===== config.mk =====
export PLATFORM = sky130hd
export DESIGN_NAME = if_id_buffer
export DESIGN_NICKNAME = d
export VERILOG_FILES = /design/src/rtl/riscv_pkg.sv /design/src/rtl/if_id_buffer_predecode.sv /design/src/rtl/if_id_buffer.sv
export SDC_FILE = /design/constraint.sdc
export NUM_CORES = 1
export LEC_CHECK = 0
export ABC_AREA = 1
export BUFFER_PORTS_ARGS = -buffer_cell sky130_fd_sc_hd__buf_2
export CAP_MARGIN = 20
export CORE_MARGIN = 3
export CORE_UTILIZATION = 54
export CTS_BUF_LIST = sky130_fd_sc_hd__clkbuf_16
export DETAILED_ROUTE_END_ITERATION = 10
export PLACE_DENSITY = 0.91
export SYNTH_ARGS = -nofsm -noshare
export SYNTH_HDL_FRONTEND = slang
export SYNTH_HIERARCHICAL = 1
export SYNTH_SLANG_ARGS = --single-unit

===== constraint.sdc =====
create_clock -name clk_i -period 8.1 [get_ports clk_i]
set_clock_uncertainty 0.15 [all_clocks]
set_input_delay 0.405 -clock clk_i [delete_from_list [all_inputs] [get_ports clk_i]]
set_output_delay 0.405 -clock clk_i [all_outputs]
set_load 0.02 [all_outputs]

===== src/rtl/riscv_pkg.sv =====
// Shared RISC-V definitions used by the fetch/decode boundary.
package riscv_pkg;

    localparam int XLEN = 32;

    localparam logic [6:0] OPC_JAL    = 7'b1101111;
    localparam logic [6:0] OPC_JALR   = 7'b1100111;
    localparam logic [6:0] OPC_BRANCH = 7'b1100011;

    // addi x0, x0, 0 -- shown to decode whenever the buffer is empty
    localparam logic [31:0] NOP_INSTR = 32'h0000_0013;

    typedef struct packed {
        logic [XLEN-1:0] pc;
        logic [31:0]     instr;
    } if_id_entry_t;

endpackage


===== src/rtl/if_id_buffer_predecode.sv =====
// Early classification of an instruction word so decode gets the
// control-flow and illegal-encoding hints without re-examining the opcode.
module predecode
    import riscv_pkg::*;
(
    input  logic [31:0] instr,
    output logic        ctrl_flow,
    output logic        illegal
);

    // Jumps and branches redirect fetch; anything not ending in 2'b11 is a
    // compressed or invalid encoding, which this core does not support.
    always_comb begin
        ctrl_flow = (instr[6:0] == OPC_JAL)  ||
                    (instr[6:0] == OPC_JALR) ||
                    (instr[6:0] == OPC_BRANCH);
        illegal   = (instr[1:0] != 2'b11);
    end

endmodule


===== src/rtl/if_id_buffer.sv =====
// Small circular queue between fetch and decode. Fetch is throttled through
// pc_en_o, decode drains the head under valid/ready, and a redirect flush
// throws away every queued wrong-path entry.
module if_id_buffer
    import riscv_pkg::*;
#(
    parameter int DEPTH = 2
) (
    input  logic            clk_i,
    input  logic            rst_i,
    input  logic [XLEN-1:0] pcF_i,
    input  logic [31:0]     instrF_i,
    output logic            pc_en_o,
    input  logic            flush_i,
    input  logic            id_ready_i,
    output logic            id_valid_o,
    output logic [XLEN-1:0] pcD_o,
    output logic [31:0]     instrD_o,
    output logic            ctrl_flowD_o,
    output logic            illegalD_o,
    output logic [31:0]     stall_cnt_o
);

    localparam int PW = $clog2(DEPTH);
    localparam int CW = PW + 1;
    localparam logic [CW-1:0] FULL_COUNT = CW'(DEPTH);

    if_id_entry_t entries [DEPTH];
    logic [PW-1:0] rd_ptr;
    logic [PW-1:0] wr_ptr;
    logic [CW-1:0] count;
    logic [31:0]   stall_cnt;

    logic         push;
    logic         pop;
    if_id_entry_t head;

    // Enable is deliberately blind to id_ready_i so there is no
    // combinational path from decode back into fetch; a flush always lets
    // fetch load the redirect target.
    always_comb begin
        pc_en_o    = (count < FULL_COUNT) || flush_i;
        id_valid_o = (count != '0);
        push       = pc_en_o && !flush_i;
        pop        = id_valid_o && id_ready_i && !flush_i;
    end

    // Present the oldest entry, or a harmless NOP at PC 0 when empty.
    always_comb begin
        head.pc    = '0;
        head.instr = NOP_INSTR;
        if (id_valid_o) begin
            head = entries[rd_ptr];
        end
    end

    predecode u_predecode (
        .instr     (head.instr),
        .ctrl_flow (ctrl_flowD_o),
        .illegal   (illegalD_o)
    );

    assign pcD_o       = head.pc;
    assign instrD_o    = head.instr;
    assign stall_cnt_o = stall_cnt;

    // Queue pointers, occupancy and storage; flush empties the queue but
    // leaves stale data in place since count alone decides validity.
    always_ff @(posedge clk_i) begin
        if (rst_i) begin
            rd_ptr <= '0;
            wr_ptr <= '0;
            count  <= '0;
            for (int i = 0; i < DEPTH; i++) begin
                entries[i] <= '0;
            end
        end else if (flush_i) begin
            rd_ptr <= '0;
            wr_ptr <= '0;
            count  <= '0;
        end else begin
            if (push) begin
                entries[wr_ptr].pc    <= pcF_i;
                entries[wr_ptr].instr <= instrF_i;
                wr_ptr                <= wr_ptr + PW'(1);
            end
            if (pop) begin
                rd_ptr <= rd_ptr + PW'(1);
            end
            case ({push, pop})
                2'b10:   count <= count + CW'(1);
                2'b01:   count <= count - CW'(1);
                default: count <= count;
            endcase
        end
    end

    // Free-running count of cycles in which fetch was held; survives flushes.
    always_ff @(posedge clk_i) begin
        if (rst_i) begin
            stall_cnt <= '0;
        end else if (!pc_en_o) begin
            stall_cnt <= stall_cnt + 32'd1;
        end
    end

endmodule


==> impl_metrics.py, run 1 <==
metrics = {
    "floorplanning": {
        "core_um2": 13510,
        "die_h_um": 124.5,
        "dieWidth_um": 124.5,
        "initial_core_util_pct": 56.12,
        "die_area_um2": 15490,
        "core.rowCount": 42,
        "pin_count": 168,
    },
    "sta": {
        "rsz0062_at_grt": "no",
        "fin_crit_ns": 3.430,
        "period_share_pct": 42.35,
        "worst_pin_slew_ns": 1.082,
        "relSlewSlack_pct": 27.79,
        "setup_tns_ns": 0,
        "setup_viol": 0,
        "fmax_ghz": 0.2915,
        "slew_viol_final": 0,
        "hold_viol": 0,
    },
    "global_routing": {
        "grt_usage_pct": 22.52,
        "antenna_found_initial": 1,
        "grt_pass1_vias": 5986,
        "grt_overflow": 0,
        "grt_pass1_wl_um": 27970,
        "grt_max_degree": 66,
    },
    "final_layout": {
        "antenna_cells": 0,
        "syn_to_final_growth_pct": 19.86,
        "multi_input_area_um2": 2427,
        "utilization_pct": 67.27,
        "layout.area.seq_um2": 4586,
        "nets": 1097,
        "layout_commonest_cell": "nand2_1",
        "nFillCells": 1029,
        "mostFrequentLayoutCells": "nand2_1, nor2_1, buf_2",
        "layout-drive-gt1-share_pct": 22.21,
    },
    "logic_synthesis": {
        "synth_fa_ha_area_share_pct": 0.3301,
        "syn_area_per_cell_um2": 8.692,
        "synth_top_family_by_area": "simple AND/OR/NAND/NOR gates",
        "muxShareOfSynthArea_pct": 0,
        "synth_cell_type_count": 26,
        "synth.top_cell.area_share_pct": 50.71,
        "synth_compound_area_share_pct": 6.339,
        "synth_nets": 942,
        "synthTopCellsByArea": "edfxtp_1, nand2_1, dfxtp_1, nor2_1, inv_1",
        "synth-simple-area-share_pct": 24.60,
        "syn_area_um2": 7580,
        "synth-xor-area-share_pct": 0.4622,
        "yosys.area.top_type": "edfxtp_1",
        "ys_seq_area_share_pct": 60.48,
        "syn_inst": 872,
        "ys_warn_count": 6,
        "yosys_register_bits": 165,
    },
    "worst_setup_path": {
        "endpoint_kind": "output port",
        "worst_r2r_path_depth": 4,
        "cp-start-kind": "register",
        "rrSetupSlack_ns": 5.53,
        "critPathArrivalTime_ns": 2.88,
        "path_class": "reg2out",
        "r2r-end": "entries[0][48]$_SDFFCE_PN0P_",
        "crit_fanout": 65,
        "reg2reg_from": "count[1]$_SDFFE_PP0P_",
        "required_ns": 7.55,
    },
    "clock_tree": {
        "clock_path_buffers": 2,
        "clock_latency_ns": 0.42,
        "cts.sinks": 165,
        "hold_buffers": 0,
        "cts_tree": "built",
        "cts_resized": 0,
        "cts_root_buf": "clkbuf_16",
        "post_cts_buffers": 0,
        "clkSlewWorstSetupHoldPaths_ns": 0.07,
        "cts_made_buffers": 17,
        "htreeDepth": 4,
    },
    "route": {
        "drtAntennaViolNets": 0,
        "drtPass1Iterations": 5,
        "drc": 0,
        "wl_um": 17780,
        "drtIter0Drc": 662,
        "via_per_inst": 5.262,
        "vias": 6399,
        "wire_per_inst_um": 14.62,
    },
    "placement": {
        "dp_hpwl_um": 11470,
        "port_buffers": 167,
        "place_congestion": 0.9062,
    },
    "worst_hold_path": {
        "hold_start": "pcF_i[10]",
        "min_delay_path_depth": 3,
        "hold_path.class": "in2reg",
        "holdPathEnd": "entries[1][42]$_SDFFCE_PN0P_",
    },
    "flow_run": {
        "cap_violations": 0,
    },
    "pwr": {
        "p_leak_nw": 4.108,
        "power_density_nw_per_um2": 204.4,
        "vdd_ir_drop_max_mv": 0.1314,
    },
    "status": {
        "status": "finished, final reports clean",
    },
}
==> cell usage after synthesis <==
cell,number
nand2_1,199
nor2_1,187
edfxtp_1,128
inv_1,111
a21oi_1,79
dfxtp_1,37
nand3_1,35
clkbuf_1,18
buf_2,13
nor2_2,11
o21ai_0,11
nor3_1,8
nand4_1,5
buf_1,4
inv_2,4
nand2_2,4
xor2_1,4
nor2_4,3
o21a_1,3
ha_1,2
and2_1,1
buf_6,1
nand3_2,1
nand3_4,1
nand3b_1,1
o21bai_1,1
==> critical path: stages (launching register included) <==
cell and delay, ns:
dfxtp_2 0.31, buf_4 0.33, inv_2 0.89, nand2_1 0.17, nand3_1 0.20, nand2_2 0.08, inv_2 0.06, nand2_2 0.05
nor2_2 0.15, buf_2 0.19
==> logic make-up (layout without fill, tap and decap cells) <==
logic type,after synthesis,in the layout
AND/OR/NAND/NOR,456,456
flip-flops,165,165
buffers and inverters,151,319
AO/OA/AOI/OAI,94,94
XOR/XNOR,4,4
adder cells (fa/ha/maj),2,2
==> cell type report <==
class | count | share of cell area [%]
multi-input combinational | 556 | 26.72
timing repair buffer | 172 | 9.613
sequential | 165 | 50.48
clock buffer | 17 | 4.683
clock inverter | 15 | 1.336
tap | 176 | 2.424
inverter | 115 | 4.751
==> power by group <==
part / total [mW] / internal (mW) / leakage [nW] / switching (mW)
clock network: 0.740 / 0.399 / 0.261 / 0.341
registers: 0.970 / 0.958 / 1.64 / 0.0115
logic: 0.147 / 0.0426 / 2.21 / 0.105
==> state kept, by name, summed over array words and instances, names as in the netlist, named ones only <==
register     cells
count            2
rd_ptr           1
stall_cnt_o     32
entries        128
wr_ptr           1
==> worst max path at each step <==
stage / startpoint / endpoint / slack (ns) / depth (start not counted)
global route: register / ctrl_flowD_o / 4.51 / 7
floorplan: flush_i / entries[1][0]$_SDFFCE_PN0P_ / 5.17 / 5
CTS: register / ctrl_flowD_o / 4.66 / 9
finish: register / ctrl_flowD_o / 4.67 / 9
detailed placement: register / ctrl_flowD_o / 5.19 / 9
global placement: register / ctrl_flowD_o / 5.21 / 9
==> through the flow <==
| step | worst slack, ns | instance area, um^2 | hold slack (ns) | instances | total power, mW |
|---|---|---|---|---|---|
| 3_5_place_dp | 5.193 | 8538 | 0.3150 | 1184 | 1.135 |
| 5_1_grt | 4.509 | 9085 | 0.1362 | 1216 | 1.927 |
| 2_1_floorplan | 5.172 | 7580 | 0.2974 | 872 | 1.078 |
| 4_1_cts | 4.661 | 9085 | 0.1355 | 1216 | 1.859 |
| 3_3_place_gp | 5.214 | 8538 | 0.3033 | 1184 | 1.129 |
| 6_report | 4.670 | 9085 | 0.1488 | 1216 | 1.857 |
==> per-layer routing <==
| layer | wire length, um | global-route usage (%) | vias up |
|---|---|---|---|
| li1 | - | - | 3093 |
| met1 | 6624 | 26.47 | 2960 |
| met2 | 9145 | 39.73 | 298 |
| met3 | 1534 | 5.489 | 46 |
| met4 | 468 | 8.833 | 2 |
| met5 | 7 | 0 | - |
Note: power is estimated with default switching activity, not from simulation.
==> run 2: changes to the inputs <==
--- a/config.mk
+++ b/config.mk
@@ -5,7 +5,7 @@
 export SDC_FILE = /design/constraint.sdc
 export NUM_CORES = 1
 export LEC_CHECK = 0
-export ABC_AREA = 1
+export ABC_AREA = 0
 export BUFFER_PORTS_ARGS = -buffer_cell sky130_fd_sc_hd__buf_2
 export CAP_MARGIN = 20
 export CORE_MARGIN = 3
==> constraint.sdc (replaced) <==
create_clock -name clk_i -period 3.27 [get_ports clk_i]
set_clock_uncertainty 0.15 [all_clocks]
set_input_delay 0.1635 -clock clk_i [delete_from_list [all_inputs] [get_ports clk_i]]
set_output_delay 0.1635 -clock clk_i [all_outputs]
set_load 0.02 [all_outputs]
==> run 2 against run 1 <==
Net effect: worst setup slack worse by 4.0 ns; critical endpoint is now pcD_o[26]; total power rose to 2.6 times the previous value; sequential power up 150%.
==> impl_metrics.py, run 2 <==
metrics = {
    "status": {
        "status": "finished, final reports clean",
    },
    "logic_synthesis": {
        "synth.top_cell.area_share_pct": 51.80,
        "yosys.area.top_type": "edfxtp_1",
        "synth_nets": 693,
        "synth_cell_type_count": 34,
        "syn_area_um2": 7420,
        "synth_ff_type": "edfxtp_1",
        "synthTopCellsByArea": "edfxtp_1, and2_1, dfxtp_1, mux2i_1, nor2_1",
        "syn_inst": 623,
        "synth_edf_count": 128,
        "async_reset_ff_share_pct": 0,
        "ys_seq_area_share_pct": 61.79,
        "synth_commonest_cells": "and2_1, edfxtp_1, nor2_1, mux2i_1, dfxtp_1",
        "yosys_register_bits": 165,
        "ys_warn_count": 6,
        "syn_area_per_cell_um2": 11.91,
    },
    "global_routing": {
        "grt_usage_pct": 23.08,
        "grt_max_degree": 65,
        "grt_pass1_vias": 5541,
        "grt_overflow": 0,
        "antenna_found_initial": 1,
        "grt_pass1_wl_um": 27070,
    },
    "worst_setup_path": {
        "max_stage_delay_ns": 0.80,
        "path_class": "reg2out",
        "cp_top_family": "flip-flops",
        "cp_cell_sequence": "buf_4 -> mux2i_1 -> nor2_1 -> buf_2",
        "path_buf_inv": 2,
        "crit_fanout": 40,
        "cp-start-kind": "register",
        "required_ns": 2.96,
        "endpoint_kind": "output port",
        "critPathArrivalTime_ns": 2.27,
        "cp_slowest_cell": "dfxtp_4",
    },
    "clock_tree": {
        "clock_path_buffers": 2,
        "clkSlewWorstSetupHoldPaths_ns": 0.06,
        "clock_latency_ns": 0.42,
        "cts_made_buffers": 17,
        "cts.sinks": 165,
        "cts_resized": 0,
        "htreeDepth": 4,
        "cts_tree": "built",
        "post_cts_buffers": 0,
        "cts_root_buf": "clkbuf_16",
    },
    "sta": {
        "relSlewSlack_pct": 53.17,
        "hold_viol": 0,
        "whs_ns": 0.01850,
        "period_share_pct": 79.03,
        "fmax_ghz": 0.3870,
        "setup_tns_ns": 0,
        "worst_pin_slew_ns": 0.7024,
        "rsz0062_at_grt": "no",
        "slew_viol_final": 0,
        "fin_crit_ns": 2.584,
        "setup_viol": 0,
    },
    "floorplanning": {
        "die_area_um2": 15180,
        "core.rowCount": 42,
        "core_um2": 13350,
        "pin_count": 168,
        "die_h_um": 123.2,
        "dieWidth_um": 123.2,
        "initial_core_util_pct": 55.59,
    },
    "route": {
        "drc": 0,
        "wire_per_inst_um": 16.72,
        "vias": 5533,
        "drtPass1Iterations": 7,
        "via_per_inst": 5.320,
        "wl_um": 17390,
        "drtIter0Drc": 399,
        "drtAntennaViolNets": 0,
    },
    "final_layout": {
        "layout-drive-gt1-share_pct": 25.93,
        "largest-register": "entries",
        "final_area_um2": 9706,
        "syn_to_final_growth_pct": 30.81,
        "layout_commonest_cell": "buf_2",
        "mostFrequentLayoutCells": "buf_2, and2_1, edfxtp_1",
        "nets": 917,
        "instances_no_fill": 1040,
        "largest_register_ffs": 128,
    },
    "flow_run": {
        "cap_violations": 0,
    },
    "worst_hold_path": {
        "hold_path.class": "in2reg",
    },
    "placement": {
        "place_congestion": 0.8487,
        "place_area_um2": 8466,
        "port_buffers": 167,
        "dpl.cell_count": 939,
        "dp_hpwl_um": 10350,
    },
    "pwr": {
        "vdd_ir_drop_max_mv": 0.3754,
        "p_leak_nw": 3.841,
        "power_density_nw_per_um2": 491.6,
    },
}
## run 2: cell count changes after synthesis, moves of 13 or more
cell / previous run / this run
inv_1: 111 / 9
a21oi_1: 79 / 19
nand3_1: 35 / 7
mux2i_1: 0 / 64
nand2_1: 199 / 18
nor2_1: 187 / 81
and2_1: 1 / 128
or4_1: 0 / 13
## run 2: through the flow
| stage | util [%] | total power [mW] | worst slack, ns |
|---|---|---|---|
| finish | 72.71 | 4.771 | 0.6857 |
| global route | 72.66 | 4.933 | 0.5175 |
| CTS | 72.64 | 4.786 | 0.6551 |
| detailed placement | 63.42 | 2.802 | 1.019 |
| global placement | 63.42 | 2.784 | 1.088 |
| floorplan | - | 2.654 | 0.2512 |
## run 2: logic make-up (layout without fill, tap and decap cells)
family / after synthesis / in the layout / synth area share (%)
fa+ha+maj: 2 / 2 / 0.3372
simple gates: 290 / 290 / 21.53
flops: 165 / 165 / 61.79
compound gates: 39 / 39 / 3.170
xor+xnor: 15 / 15 / 1.771
mux: 67 / 67 / 9.089
other cells: 0 / 4 / 0
buf+inv: 45 / 282 / 2.310
## run 2: per-layer routing
metal / track usage [%] / wire length (um) / vias to the layer above
li1: - / - / 2639
met1: 26.88 / 6714 / 2646
met2: 40.03 / 9003 / 207
met3: 6.313 / 1136 / 41
met4: 9.965 / 532 / 0
met5: 0 / 0 / -
## run 2: path summary, 6_finish.rpt
check / from / end / slack [ns] / cells after the start
max: register / pcD_o[26] / 0.69 / 4
min: rst_i / count[1]$_SDFFE_PP0P_ / 0.02 / 3
max reg2reg: count[1]$_SDFFE_PP0P_ / count[1]$_SDFFE_PP0P_ / 1.02 / 7
min reg2reg: stall_cnt_o[22]$_SDFFE_PP0N_ / stall_cnt_o[22]$_SDFFE_PP0N_ / 0.35 / 2
## run 2: cell type report
type	count	area (um^2)
tap	176	220.2
multi-input combinational	413	2695
timing repair buffer	241	1579
antenna	4	10.01
sequential	165	4588
inverter	9	33.78
fill	863	3642
clock buffer	17	425.4
clock inverter	15	153.9
## run 2: power breakdown
part | switching (mW) | total [mW] | internal [mW] | leakage [nW]
Sequential | 0.0377 | 2.41 | 2.37 | 1.66
Clock | 0.818 | 1.95 | 1.13 | 0.278
Combinational | 0.232 | 0.413 | 0.180 | 1.90
## run 2: worst min-delay path: stages
cell and delay, ns:
buf_2 0.09, or2_1 0.22, a21oi_1 0.06
## run 2: timing repair
item / 4_1_cts / 5_1_grt
hold buffers: 65 / 0
endpoints found under the setup margin: 0 / 0
endpoints found under the hold margin: 130 / 0
